`config.mk`:
```
export PLATFORM = sky130hd
export DESIGN_NAME = cavlc_coeff_rebuild
export DESIGN_NICKNAME = d
export VERILOG_FILES = /design/src/rtl/cavlc_pkg.sv /design/src/rtl/cavlc_coeff_rebuild.sv
export SDC_FILE = /design/constraint.sdc
export NUM_CORES = 1
export LEC_CHECK = 0
export CAP_MARGIN = 20
export CORE_ASPECT_RATIO = 2
export CORE_MARGIN = 4
export CORE_UTILIZATION = 47
export DETAILED_ROUTE_END_ITERATION = 10
export GPL_TIMING_DRIVEN = 0
export HOLD_SLACK_MARGIN = 0.08
export PLACE_DENSITY = 0.86
export SKIP_CTS_REPAIR_TIMING = 1
export SLEW_MARGIN = 15
export SYNTH_ARGS = -nofsm -noshare
export SYNTH_HDL_FRONTEND = slang
export SYNTH_SLANG_ARGS = --single-unit
```
`constraint.sdc`:
```
create_clock -name clk -period 6.7 [get_ports clk]
set_input_delay 1.34 -clock clk [delete_from_list [all_inputs] [get_ports clk]]
set_output_delay 1.34 -clock clk [all_outputs]
set_load 0.01 [all_outputs]
```
`src/rtl/cavlc_pkg.sv`:
```
// rtl/cavlc_pkg.sv - shared constants, coefficient type and FSM states for the CAVLC block rebuilder
package cavlc_pkg;
    localparam int COEF_W = 15;
    localparam int BLK_N  = 16;

    typedef logic [COEF_W-1:0] coef_t;

    typedef enum logic [1:0] {
        IDLE,
        RUN,
        DONE
    } rebuild_state_t;
endpackage

```
`src/rtl/cavlc_coeff_rebuild.sv`:
```
// rtl/cavlc_coeff_rebuild.sv - rebuilds a 4x4 coefficient block from TotalCoeff/total_zeros and level/run pairs
// Optional consistency checker on err: CAVLC_REBUILD_CHECK_EN
module cavlc_coeff_rebuild
    import cavlc_pkg::*;
(
    input  logic              clk,
    input  logic              rst,
    input  logic              hdr_valid,
    output logic              hdr_ready,
    input  logic [4:0]        total_coeff,
    input  logic [3:0]        total_zeros,
    input  logic              coef_valid,
    output logic              coef_ready,
    input  logic [COEF_W-1:0] coef_level,
    input  logic [3:0]        coef_run,
    output logic              out_valid,
    input  logic              out_ready,
    output logic [COEF_W-1:0] dout_00,
    output logic [COEF_W-1:0] dout_01,
    output logic [COEF_W-1:0] dout_02,
    output logic [COEF_W-1:0] dout_03,
    output logic [COEF_W-1:0] dout_10,
    output logic [COEF_W-1:0] dout_11,
    output logic [COEF_W-1:0] dout_12,
    output logic [COEF_W-1:0] dout_13,
    output logic [COEF_W-1:0] dout_20,
    output logic [COEF_W-1:0] dout_21,
    output logic [COEF_W-1:0] dout_22,
    output logic [COEF_W-1:0] dout_23,
    output logic [COEF_W-1:0] dout_30,
    output logic [COEF_W-1:0] dout_31,
    output logic [COEF_W-1:0] dout_32,
    output logic [COEF_W-1:0] dout_33,
    output logic              err
);

    rebuild_state_t state_q, state_d;

    logic [4:0] pos;
    logic [4:0] cnt;
    logic [3:0] zeros_left;
    logic       pos_uf;
    coef_t      blk [BLK_N];

    logic       hdr_fire, coef_fire;
    logic       final_lvl, wr_ok;
    logic [5:0] pos_init, pos_step;

    always_comb begin
        state_d    = state_q;
        hdr_ready  = 1'b0;
        coef_ready = 1'b0;
        out_valid  = 1'b0;
        case (state_q)
            IDLE: begin
                hdr_ready = 1'b1;
                if (hdr_valid)
                    state_d = (total_coeff == 5'd0) ? DONE : RUN;
            end
            RUN: begin
                coef_ready = 1'b1;
                if (coef_valid && final_lvl)
                    state_d = DONE;
            end
            DONE: begin
                out_valid = 1'b1;
                if (out_ready)
                    state_d = IDLE;
            end
            default: state_d = IDLE;
        endcase
    end

    assign hdr_fire  = hdr_valid & hdr_ready;
    assign coef_fire = coef_valid & coef_ready;
    assign final_lvl = (cnt <= 5'd1);
    // Once pos has gone below zero it must never drift back into a valid slot.
    assign wr_ok     = !pos_uf && !pos[4];
    assign pos_init  = {1'b0, total_coeff} + {2'b0, total_zeros} - 6'd1;
    assign pos_step  = {1'b0, pos} - 6'd1 - {2'b0, coef_run};

    always_ff @(posedge clk) begin
        if (rst) begin
            state_q    <= IDLE;
            pos        <= 5'd0;
            cnt        <= 5'd0;
            zeros_left <= 4'd0;
            pos_uf     <= 1'b0;
            for (int i = 0; i < BLK_N; i++)
                blk[i] <= '0;
        end else begin
            state_q <= state_d;
            if (hdr_fire) begin
                for (int i = 0; i < BLK_N; i++)
                    blk[i] <= '0;
                cnt        <= total_coeff;
                zeros_left <= total_zeros;
                pos        <= pos_init[4:0];
                pos_uf     <= pos_init[5];
            end
            if (coef_fire) begin
                if (wr_ok)
                    blk[pos[3:0]] <= coef_level;
                cnt <= cnt - 5'd1;
                if (!final_lvl) begin
                    pos        <= pos_step[4:0];
                    pos_uf     <= pos_uf | pos_step[5];
                    zeros_left <= (coef_run > zeros_left) ? 4'd0 : zeros_left - coef_run;
                end
            end
        end
    end

`ifdef CAVLC_REBUILD_CHECK_EN
    logic err_q;

    always_ff @(posedge clk) begin
        if (rst)
            err_q <= 1'b0;
        else if (hdr_fire)
            err_q <= ({1'b0, total_coeff} + {2'b0, total_zeros} > 6'd16) || (total_coeff > 5'd16);
        else if (coef_fire &&
                 ((!final_lvl && coef_run > zeros_left) || !wr_ok || coef_level == '0))
            err_q <= 1'b1;
    end

    assign err = err_q;
`else
    assign err = 1'b0;
`endif

    assign dout_00 = blk[0];
    assign dout_01 = blk[1];
    assign dout_02 = blk[2];
    assign dout_03 = blk[3];
    assign dout_10 = blk[4];
    assign dout_11 = blk[5];
    assign dout_12 = blk[6];
    assign dout_13 = blk[7];
    assign dout_20 = blk[8];
    assign dout_21 = blk[9];
    assign dout_22 = blk[10];
    assign dout_23 = blk[11];
    assign dout_30 = blk[12];
    assign dout_31 = blk[13];
    assign dout_32 = blk[14];
    assign dout_33 = blk[15];

endmodule

```
# [After elaboration in Yosys (flattened, before gate mapping)]
# Memories as Yosys holds them, arrays and structs flattened.
# Index checks and enable logic that the tools add are counted.
[totals] register_bits=13 latch_bits=0 ram_bits=240 rom_bits=0 input_bits=33 output_inout_bits=244 elab_cells=88 n_memories=1
[classes] add_sub_neg=5 multipliers=0 div=0 magnitude_cmp=1 eq_ne=5 n_shift=0 n_mux=44 n_bitwise=19 reduce_logical=9
[memory_table] name="blk" depth=16 word_bits=15 rd=16 rd_clocked_by_memory_dff=0 wr=16 line_no="cavlc_coeff_rebuild.sv:43" text="coef_t blk [BLK_N];"
[ops] cell="$mux 15" count=17
[ops] cell="$mux 5" count=5
[ops] cell="$or 1x1->1" count=17
[ops] cell="$mux 1" count=16
[ops] cell="$reduce_or 15->1" count=1
[ops] cell="$mux 2" count=4
[ops] cell="$add 5x4->6" count=1
[ops] cell="$ne 2x2->1 const B" count=3
[ops] cell="$pmux 2 s3" count=1
[ops] cell="$sub 5x1->6 const B" count=1
[ops] cell="$sub 6x1->6 const B" count=1
[ops] cell="$sub 6x4->6" count=1
[ops] cell="$le 5x1->1 const B" count=1
[ops] cell="$logic_not 5->1" count=1
[ops] cell="$sub 5x1->5 const B" count=1
[ops] cell="$mux 4" count=1
[ops] cell="$reduce_and 3->1" count=1
[ops] cell="$and 1x1->1" count=2
[ops] cell="$eq 2x1->1 const B" count=1
[ops] cell="$eq 2x2->1 const B" count=1
[ops] cell="$logic_and 1x1->1" count=2
[ops] cell="$logic_not 1->1" count=2
[ops] cell="$logic_not 2->1" count=1
[ops] cell="$reduce_bool 2->1" count=1

# [Logic depth before layout (Yosys ltp)]
[depth] word_depth=8 ltp_mapped=9 depth_no_buf=9

# [Worst setup path before layout]
# Ideal clock, no wire load.
[synth_timing] path_kind="input to register" from="in rst" to="mem blk[3][0] (netlist name) (enable)" setup_ns=0.408 t_arrival_ns=3.039 required_time_ns=6.292 slack_ns=3.253 stages=3 path_buffers=0 path_cell_list="nor3_4 -> nand4b_4 -> o21ai_0"
[synth_rtl] item="start: declaration" line_no="cavlc_coeff_rebuild.sv:7" text="input logic rst,"
[synth_rtl] item="end: declaration" line_no="cavlc_coeff_rebuild.sv:43"

==> flow_summary.yaml <==
placement:
  portBuffers: 275
  dp_hpwl_mm: 20.7
  gp_congestion: 0.861
  post_dp_cell_area_um2: 13500
grt:
  grt_pass1_vias: 6871
  antenna_found_initial: 0
  grt_max_degree: 17
  grt_usage: 0.227
  grt_pass1_wl_mm: 41.9
  overflow: 0
synth:
  synth_cells: 693
  ys.flop_type: "edfxtp_1"
  yosysSeqAreaShare: 0.726
  synth_edf_count: 240
  ys_async_sr_fraction: 0
  ys_ff_latch: 253
  synth_fp_nets: 742
  syn_avg_cell_area_um2: 14.9
  ys_types: 45
  syn-cell-area_um2: 10300
  yosysWarnings: 0
critical_path:
  r2r_setup_slack_ns: 4.08
  setup.worst_path.class: "input pin to flip-flop"
  worstPathMaxFanout: 10
  cp_slowest_cell: "clkbuf_1"
  worstReg2RegStart: "state_q[0]$_SDFFE_PP0P_"
  ff2ff_path_depth: 5
  critPathMaxStageDelay_ns: 0.62
  r2r_end: "blk[5][10]$_SDFFCE_PN0P_"
  required_ns: 6.96
  end_kind: "flip-flop"
  crit_chain: "clkdlybuf4s50_1 > nor3b_2 > nor2_1 > clkbuf_1 > o21ai_1 > buf_6"
  cp-start-kind: "input pin"
  arrival_ns: 3.85
timing:
  period_minus_slack_ns: 3.59
  fin_setup_tns_ns: 0
  fin_crit_sh: 0.536
  tightestPinTransition_ns: 0.873
  slew_viol_final: 0
  setup_violations: 0
  slew_headroom: 0.418
  rsz0062_at_grt: "no"
  finalHoldViolCount: 0
  max_freq_mhz: 279
  fin_skew_ns: 0.00961
finish:
  drive_above_1_share: 0.0873
  syn2layout_area_growth_pct: 36.7
  mostFrequentLayoutCell: "clkdlybuf4s50_1"
  fin_area_um2: 14100
  finalNetCount: 1045
  final_cell_mix: "275 x clkdlybuf4s50_1, 241 x and2_1, 240 x edfxtp_1, 25 x inv_1, 23 x clkbuf_1"
  fillers: 1517
  post-route-util: 0.652
cts:
  clock_path_buffers: 3
  numCtsBuffers: 21
  cts-root-buf: "clkbuf_16"
  clkTransAtPathRegs_ns: 0.07
  clock_sinks: 253
  cts-htree-levels: 1
  clk_latency_ns: 0.50
  cts_tree: "yes"
drt:
  wl_per_cell_um: 21.9
  ant_nets: 0
  drt_pass1_iterations: 4
  post-route-drc-count: 0
  drt-initial-drc-count: 306
  viasPerCell: 5.07
  wl_mm: 28.0
  vias: 6503
job:
  cap_violations: 0
floorplan:
  io_pins: 277
  row_count: 76
  start_util: 0.477
  dieArea_um2: 24500
  die_x_um: 113
  coreArea_um2: 21600
  die_y_um: 217
pwr:
  powerDensity_nw_per_um2: 249
  power_leakage_nw: 5.38
  ir_drop_mv: 0.211
hold_path:
  holdPathStages: 2
  hold-path-endpoint: "cnt[2]$_SDFFE_PP0P_"
  min-delay-start: "cnt[2]$_SDFFE_PP0P_"
  hold_path.class: "flip-flop to flip-flop"
status:
  status: "completed"
## layer usage
metal / GRT usage / wire length [um] / vias up
li1: - / - / 3004
met1: 0.242 / 9500 / 3197
met2: 0.431 / 15800 / 242
met3: 0.0409 / 1580 / 60
met4: 0.0963 / 1160 / 0
met5: 0 / 0 / -
## power breakdown
part	total [mW]	switching, mW	internal [mW]
Sequential	1.89	0.0436	1.85
Combinational	0.506	0.269	0.237
Clock	1.11	0.530	0.576
Total	3.50	0.842	2.66
## how the worst max path moves through the flow
stage,start,to,slack (ns),cells past startpoint
after global routing,hdr_valid,blk[5][7]$_SDFFCE_PN0P_,2.94,6
final,hdr_valid,blk[5][10]$_SDFFCE_PN0P_,3.11,6
after floorplan,rst,blk[3][0]$_SDFFCE_PN0P_,3.25,3
after CTS,hdr_valid,blk[5][9]$_SDFFCE_PN0P_,3.11,6
after global placement,rst,blk[7][5]$_SDFFCE_PN0P_,1.72,4
after detailed placement,hdr_valid,blk[5][10]$_SDFFCE_PN0P_,2.61,6
## sequential cells by signal (all words and copies together) (netlist names)
signal / cells
blk: 240
cnt: 5
pos: 5
pos_uf: 1
state_q: 2
## cells in the mapped netlist (2+ instances only)
cell / n / area [um2]
a21oi_1: 6 / 30.0
nor2b_1: 4 / 25.0
o21ai_0: 15 / 75.1
or3_1: 2 / 12.5
buf_2: 13 / 65.1
dfxtp_1: 13 / 260
nor2_2: 12 / 75.1
nand4_4: 2 / 42.5
mux2_2: 2 / 22.5
inv_1: 25 / 93.8
nand2_1: 8 / 30.0
nor2_1: 13 / 48.8
and2_1: 241 / 1510
nand2b_1: 7 / 43.8
a21o_1: 2 / 15.0
clkbuf_2: 2 / 10.0
nor3_1: 2 / 10.0
a31oi_1: 5 / 31.3
nor3_4: 5 / 81.3
buf_4: 5 / 37.5
fa_1: 2 / 40.0
ha_1: 14 / 175
a211o_1: 2 / 17.5
a211oi_1: 4 / 30.0
edfxtp_1: 240 / 7210
nand3b_1: 2 / 15.0
a221oi_1: 2 / 17.5
nand3_1: 6 / 30.0
clkbuf_1: 19 / 71.3
xnor2_1: 3 / 26.3
## final cells by class
type                    instances  area, um2  share of cell area
multi-input cells             376       2580               0.184
plain buffers                  39        184              0.0131
inverters                      25       93.8             0.00667
well taps                     273        342              0.0243
repair buffers                280       2810               0.200
clock inverters                10       51.3             0.00364
flip-flops and latches        253       7470               0.531
clock buffers                  25        541              0.0384
diodes                          1       2.50            0.000178
## per-stage QoR
stage	hold slack (ns)	setup slack, ns	power (mW)	std cells
finish	0.540	3.11	3.50	1282
global route	0.566	2.94	3.62	1281
CTS	0.538	3.11	3.53	1281
detailed placement	0.525	2.61	2.44	1246
global placement	0.506	1.72	2.42	1241
floorplan	0.488	3.25	2.12	693
## cells by family after synthesis
group | after synthesis | share of synthesized area
buffers and inverters | 64 | 0.0270
adder cells (fa/ha/maj) | 16 | 0.0209
other | 1 | 0.000364
flip-flops | 253 | 0.726
multiplexers | 3 | 0.00316
AND/OR/NAND/NOR | 312 | 0.195
XOR/XNOR | 3 | 0.00255
AO/OA/AOI/OAI | 41 | 0.0250
## worst max-delay path, delay by kind of cell
kind	cells	cell delay, ns
buf+inv	3	1.34
compound gates	1	0.39
simple gates	2	0.77
No activity file was read; power rests on OpenSTA's default activity.
